===== config.mk =====
export PLATFORM = sky130hd
export DESIGN_NAME = alu_op_sequencer
export DESIGN_NICKNAME = d
export VERILOG_FILES = /design/src/rtl/alu_op_sequencer.sv
export SDC_FILE = /design/constraint.sdc
export NUM_CORES = 1
export LEC_CHECK = 0
export CORE_ASPECT_RATIO = 1.25
export CORE_MARGIN = 5
export CORE_UTILIZATION = 52
export CTS_CLUSTER_SIZE = 20
export DETAILED_ROUTE_END_ITERATION = 8
export GPL_TIMING_DRIVEN = 0
export MAX_ROUTING_LAYER = met4
export PLACE_DENSITY = 0.79
export SLEW_MARGIN = 10
export SYNTH_ARGS = -nofsm -noshare
export SYNTH_HDL_FRONTEND = slang
export SYNTH_SLANG_ARGS = --single-unit

===== constraint.sdc =====
create_clock -name clk -period 2.5 [get_ports clk]
set_clock_uncertainty 0.1 [all_clocks]
set_input_delay 0.25 -clock clk [delete_from_list [all_inputs] [get_ports clk]]
set_output_delay 0.25 -clock clk [all_outputs]
set_load 0.1 [all_outputs]

===== src/rtl/alu_op_sequencer.sv =====
// Command FIFO + issue FSM driving an 8-bit 2-bit-opcode ALU, with a registered response channel.
// Define ALU_SEQ_CHECK_EN to build the result checker that drives the sticky mismatch flag.
module alu_op_sequencer #(
    parameter int unsigned DEPTH = 4,
    parameter int unsigned LAT   = 1
) (
    input  logic        clk,
    input  logic        rst_n,
    input  logic        cmd_valid,
    output logic        cmd_ready,
    input  logic [7:0]  cmd_a,
    input  logic [7:0]  cmd_b,
    input  logic [1:0]  cmd_opcode,
    output logic        op_start,
    output logic [7:0]  A,
    output logic [7:0]  B,
    output logic [1:0]  opcode,
    input  logic [15:0] alu_out,
    output logic        rsp_valid,
    input  logic        rsp_ready,
    output logic [15:0] rsp_data,
    output logic [1:0]  rsp_opcode,
    output logic        busy,
    output logic        mismatch
);

    localparam int unsigned AW = $clog2(DEPTH);
    localparam int unsigned PW = AW + 1;
    localparam int unsigned CW = $clog2(LAT + 1);

    localparam logic [1:0] IDLE  = 2'd0;
    localparam logic [1:0] ISSUE = 2'd1;
    localparam logic [1:0] WAIT  = 2'd2;
    localparam logic [1:0] HOLD  = 2'd3;

    logic [1:0]    state_q, state_d;
    logic [PW-1:0] wr_ptr_q, wr_ptr_d, rd_ptr_q, rd_ptr_d;
    logic [17:0]   mem_q [DEPTH];
    logic [17:0]   head;
    logic          full, empty, push, pop, capture;
    logic [7:0]    op_a_q, op_a_d, op_b_q, op_b_d;
    logic [1:0]    op_opc_q, op_opc_d;
    logic [CW-1:0] cnt_q, cnt_d;
    logic [15:0]   rsp_data_q, rsp_data_d;
    logic [1:0]    rsp_opc_q, rsp_opc_d;

    // Pointers carry one extra wrap bit so full and empty are distinguishable.
    assign empty = (wr_ptr_q == rd_ptr_q);
    assign full  = (wr_ptr_q[AW] != rd_ptr_q[AW]) && (wr_ptr_q[AW-1:0] == rd_ptr_q[AW-1:0]);
    assign head  = mem_q[rd_ptr_q[AW-1:0]];
    assign push  = cmd_valid && !full;

    assign wr_ptr_d = push ? (wr_ptr_q + PW'(1)) : wr_ptr_q;
    assign rd_ptr_d = pop  ? (rd_ptr_q + PW'(1)) : rd_ptr_q;

    always_comb begin
        state_d    = state_q;
        cnt_d      = cnt_q;
        op_a_d     = op_a_q;
        op_b_d     = op_b_q;
        op_opc_d   = op_opc_q;
        rsp_data_d = rsp_data_q;
        rsp_opc_d  = rsp_opc_q;
        pop        = 1'b0;
        capture    = 1'b0;
        case (state_q)
            IDLE: begin
                if (!empty) begin
                    pop      = 1'b1;
                    op_a_d   = head[17:10];
                    op_b_d   = head[9:2];
                    op_opc_d = head[1:0];
                    state_d  = ISSUE;
                end
            end
            ISSUE: begin
                cnt_d   = CW'(LAT);
                state_d = WAIT;
            end
            WAIT: begin
                if (cnt_q == CW'(1)) begin
                    capture    = 1'b1;
                    rsp_data_d = alu_out;
                    rsp_opc_d  = op_opc_q;
                    state_d    = HOLD;
                end else begin
                    cnt_d = cnt_q - CW'(1);
                end
            end
            HOLD: begin
                if (rsp_ready) state_d = IDLE;
            end
            default: state_d = IDLE;
        endcase
    end

    always_ff @(posedge clk or negedge rst_n) begin
        if (!rst_n) begin
            state_q    <= IDLE;
            wr_ptr_q   <= '0;
            rd_ptr_q   <= '0;
            op_a_q     <= '0;
            op_b_q     <= '0;
            op_opc_q   <= '0;
            cnt_q      <= '0;
            rsp_data_q <= '0;
            rsp_opc_q  <= '0;
        end else begin
            state_q    <= state_d;
            wr_ptr_q   <= wr_ptr_d;
            rd_ptr_q   <= rd_ptr_d;
            op_a_q     <= op_a_d;
            op_b_q     <= op_b_d;
            op_opc_q   <= op_opc_d;
            cnt_q      <= cnt_d;
            rsp_data_q <= rsp_data_d;
            rsp_opc_q  <= rsp_opc_d;
        end
    end

    always_ff @(posedge clk) begin
        if (push) mem_q[wr_ptr_q[AW-1:0]] <= {cmd_a, cmd_b, cmd_opcode};
    end

    assign cmd_ready  = !full;
    assign op_start   = (state_q == ISSUE);
    assign A          = op_a_q;
    assign B          = op_b_q;
    assign opcode     = op_opc_q;
    assign rsp_valid  = (state_q == HOLD);
    assign rsp_data   = rsp_data_q;
    assign rsp_opcode = rsp_opc_q;
    assign busy       = (state_q != IDLE) || !empty;

`ifdef ALU_SEQ_CHECK_EN
    logic [15:0] exp_q, exp_d;
    logic        mismatch_q, mismatch_d;

    always_comb begin
        exp_d = exp_q;
        if (state_q == ISSUE) begin
            case (op_opc_q)
                2'd0:    exp_d = {7'b0, {1'b0, op_a_q} + {1'b0, op_b_q}};
                2'd1:    exp_d = {8'b0, op_a_q} * {8'b0, op_b_q};
                2'd2:    exp_d = {8'b0, op_a_q | op_b_q};
                default: exp_d = {8'b0, op_a_q & op_b_q};
            endcase
        end
        mismatch_d = mismatch_q || (capture && (alu_out != exp_q));
    end

    always_ff @(posedge clk or negedge rst_n) begin
        if (!rst_n) begin
            exp_q      <= '0;
            mismatch_q <= 1'b0;
        end else begin
            exp_q      <= exp_d;
            mismatch_q <= mismatch_d;
        end
    end

    assign mismatch = mismatch_q;
`else
    assign mismatch = 1'b0;
`endif

endmodule


==> results by stage <==
Outcome:
- The run finished with clean final reports.

Route:
- Before antenna repair, the detailed router went through 4 iterations.
- The routed wire length is 8.15 mm.
- The via-per-instance ratio is 5.14.
- The first routing iteration left between 150 and 200 violations.
- The routed layout has ~2300 vias.
- In the routed design, unresolved DRC markers number 0.
- The antenna violation net count after detailed routing is 0.
- The average wire per cell in the routed design is 18.0 um.

Global route:
- The first-pass GRT wire length is 13.2 mm.
- The via count of the first global-routing pass is 2593.
- Entering global routing, the biggest net connects 37 pins.
- The total overflow reported by the global router is 0.
- The number of antenna violations at the first check in global routing is 0.
- Global routing used 17.6% of the available tracks.

Clock tree:
- The insertion delay to the later sink of the worst-skew pair is 0.50 ns.
- The root cell of the clock tree is sky130_fd_sc_hd__clkbuf_8.
- After clock tree synthesis, the clock-pin slew on the worst setup and hold paths is approximately 0.06 ns.
- The buffer levels on the longest clock path is 2.
- TritonCTS built the clock tree.
- The total clock sinks is 117.
- The H-tree was split into 4 levels.
- TritonCTS created 17 clock buffers.

Timing:
- The total of endpoints with negative setup slack in the final report is 0.
- The max-slew violation count is 0.
- Timing would allow up to 420 MHz.
- The time the worst path needs with I/O delays and setup is ~2.4 ns.
- The hold violation count in the final report was 0.
- The transition time of the tightest slew-check pin is 1.04 ns.
- Setup repair after global routing left no endpoint under its margin.
- The final critical path takes up 95.2% of the cycle.
- Once routing completed, OpenROAD measured the worst setup slack at 0.120 ns.
- The worst max-slew margin expressed relative to the limit is 30.5%.

Job:
- The tool flagged a number of max-cap violations equal to 0.

Placement:
- In this run the cell area measured after placement is 5500 sq um.
- The congestion estimate from routability-driven global placement came to 0.737.
- At the placement stage, the worst setup path has a slack of 0.179 ns.
- Detailed placement ended at an HPWL of 5.23 mm.
- In this run the tool buffered the top-level ports with 77 buffer cells.

Setup path:
- The cell at the slowest stage of the critical path is sky130_fd_sc_hd__clkdlybuf4s50_1.
- The critical path goes through clkdlybuf4s50_1.
- Data arrives at the worst endpoint at 2.03 ns.
- The critical path is of the reg2out type.
- The critical path startpoint category is a register.
- The top cell family by delay on the critical path is buffers and inverters.
- The critical-path maximum fanout is 2.
- The delay of the slowest cell on the worst path is 1.16 ns.
- The total buffers and inverters traversed by the critical path is 1.
- The element type at the critical path end is an output pin.
- STA puts the critical path data required time at ~2.2 ns.

Synth:
- The synthesis warning total is 0.
- Ranked by total cell area, the synthesized netlist is headed by sky130_fd_sc_hd__edfxtp_1 (48%), sky130_fd_sc_hd__dfrtp_1 (25%), sky130_fd_sc_hd__mux2_2 (9.7%), sky130_fd_sc_hd__mux4_1 (5.2%), sky130_fd_sc_hd__mux4_2 (4.5%).
- The number of library cell types mapped by synthesis is 24.
- After synthesis, the largest area contributor takes up ~48% of total cell area.
- After synthesis the cells add up to 4540 sq um.
- The sequential fraction of the synthesis area is 72.4%.
- Synthesis produced a netlist whose cell count is 223.
- The cell taking the most area after synthesis is sky130_fd_sc_hd__edfxtp_1.
- Each instance of the synthesized netlist takes up on average 20.4 sq um.
- The register bit total from synthesis is between 100 and 150.
- The number of nets in the synthesized netlist is between 200 and 300.

Layout:
- The post-layout utilization of the core is about 70%.
- The number of diodes is 0.
- The layout has 541 filler cells.
- Of the cells placed in the final design, the portion with a size suffix greater than 1 is 28.2%.
- The final standard cell area without fillers is 6040 sq um.
- The final layout contains ~370 nets.
- The area growth from synthesis to layout is 33.2%.

Floorplanning:
- The total area inside the core boundary comes to 8610 sq um.
- The initial utilization of the core area, before any placement, comes to a little over half.
- For this design the top-level I/O count stands at 79.
- The die covers 10700 sq um.
- The die is 93.6 um wide.
- The floorplan has 38 rows.
- From bottom edge to top edge, the die measures approximately 110 um.

Hold path:
- In this run the worst hold path is classified as in2async.
timing repair:
| action | in CTS | in global routing |
|---|---|---|
| endpoints found under the setup margin | 4 | 0 |
| buffers inserted | 0 | 0 |
| resized for setup | 8 | 0 |
| hold buffers | 1 | 0 |
| hold endpoints to repair | 45 | 0 |
placed cells by master, fill, tap and decap left out, types with 3 or more instances in the layout:
| cell type | Yosys | layout |
|---|---|---|
| sky130_fd_sc_hd__edfxtp_1 | 72 | 72 |
| sky130_fd_sc_hd__dfrtp_1 | 45 | 45 |
| sky130_fd_sc_hd__clkbuf_16 | 0 | 16 |
| sky130_fd_sc_hd__clkinv_2 | 0 | 5 |
| sky130_fd_sc_hd__xnor2_1 | 5 | 3 |
| sky130_fd_sc_hd__ha_1 | 9 | 8 |
| sky130_fd_sc_hd__and3_1 | 4 | 4 |
| sky130_fd_sc_hd__clkinvlp_4 | 0 | 3 |
| sky130_fd_sc_hd__clkbuf_1 | 0 | 3 |
| sky130_fd_sc_hd__clkdlybuf4s50_1 | 0 | 72 |
| sky130_fd_sc_hd__xor2_1 | 3 | 3 |
| sky130_fd_sc_hd__nand2_1 | 3 | 3 |
| sky130_fd_sc_hd__mux4_2 | 9 | 9 |
| sky130_fd_sc_hd__mux2_2 | 39 | 39 |
| sky130_fd_sc_hd__buf_2 | 3 | 4 |
| sky130_fd_sc_hd__mux4_1 | 9 | 9 |
| sky130_fd_sc_hd__inv_1 | 7 | 6 |
cells by family (layout without fill, tap and decap cells):
family	Yosys count	after routing	synth area share (%)
buffers and inverters	15	125	2.18
adder cells (fa/ha/maj)	9	9	2.48
other	1	1	0.0826
XOR/XNOR	8	8	1.54
AO/OA/AOI/OAI	3	3	0.413
flip-flops	117	117	72.4
multiplexers	57	57	19.3
AND/OR/NAND/NOR	13	13	1.52
final timing paths:
path,slack (ns),to,depth (start not counted),from
setup / recovery,0.12,A[0],1,A[0]$_DFFE_PN0P_
hold / removal,0.06,B[1]$_DFFE_PN0P_,2,rst_n
setup reg to reg,0.35,mem_q[3][10]$_DFFE_PP_,3,wr_ptr_q[0]$_DFFE_PN0N_
hold reg to reg,0.40,B[5]$_DFFE_PN0P_,1,B[5]$_DFFE_PN0P_
max in group asynchronous,1.75,A[2]$_DFFE_PN0P_,3,rst_n
min in group clk,0.26,rsp_data[0]$_DFFE_PN0P_,2,alu_out[0]
cells in the mapped netlist:
master                     count
sky130_fd_sc_hd__and3_1        4
sky130_fd_sc_hd__dfrtp_1      45
sky130_fd_sc_hd__mux4_2        9
sky130_fd_sc_hd__mux4_1        9
sky130_fd_sc_hd__buf_6         2
sky130_fd_sc_hd__nor2b_1       1
sky130_fd_sc_hd__nor3_1        1
sky130_fd_sc_hd__ha_1          9
sky130_fd_sc_hd__nor2_1        1
sky130_fd_sc_hd__or2_2         1
sky130_fd_sc_hd__a21oi_1       2
sky130_fd_sc_hd__inv_1         7
sky130_fd_sc_hd__nand3_1       1
sky130_fd_sc_hd__nand2_1       3
sky130_fd_sc_hd__buf_12        1
sky130_fd_sc_hd__buf_2         3
sky130_fd_sc_hd__nand4_1       1
sky130_fd_sc_hd__buf_4         2
sky130_fd_sc_hd__conb_1        1
sky130_fd_sc_hd__edfxtp_1     72
sky130_fd_sc_hd__xor2_1        3
sky130_fd_sc_hd__mux2_2       39
sky130_fd_sc_hd__xnor2_1       5
sky130_fd_sc_hd__a31o_2        1
final cells by class:
| type | instances | area, sq um | area share (%) |
|---|---|---|---|
| buffer | 8 | 72.6 | 1.20 |
| clock buffer | 20 | 425 | 7.04 |
| clock inverter | 11 | 111 | 1.84 |
| inverter | 7 | 26.3 | 0.435 |
| multi-input combinational | 91 | 1170 | 19.4 |
| sequential | 117 | 3290 | 54.4 |
| tap | 120 | 150 | 2.48 |
| timing repair buffer | 79 | 796 | 13.2 |
per-stage QoR:
step | setup TNS [ns] | instances | hold WS [ns]
after floorplan | -0.0181 | 223 | -0.146
after global placement | -9.88 | 420 | 0.380
after detailed placement | 0 | 421 | 0.0492
after CTS | 0 | 453 | 0.0438
after global routing | 0 | 453 | 0.0819
final | 0 | 453 | 0.0627
sequential cells by signal, indices dropped and copies added, names as in the netlist:
| signal | cells |
|---|---|
| A | 8 |
| B | 8 |
| cnt_q | 1 |
| mem_q | 72 |
| opcode | 2 |
| rd_ptr_q | 3 |
| rsp_data | 16 |
| rsp_opcode | 2 |
| state_q | 2 |
| wr_ptr_q | 3 |
layer usage:
metal	share of wire (%)	vias up	GRT usage, %
met5	0	-	-
met4	1.9	0	8.57
met3	6.3	10	6.18
met2	52	79	28.4
met1	40	1181	19.5
li1	-	1060	-
Power is not shown: default switching activity piles up to over one toggle a cycle in this logic, so the estimate is an artifact.
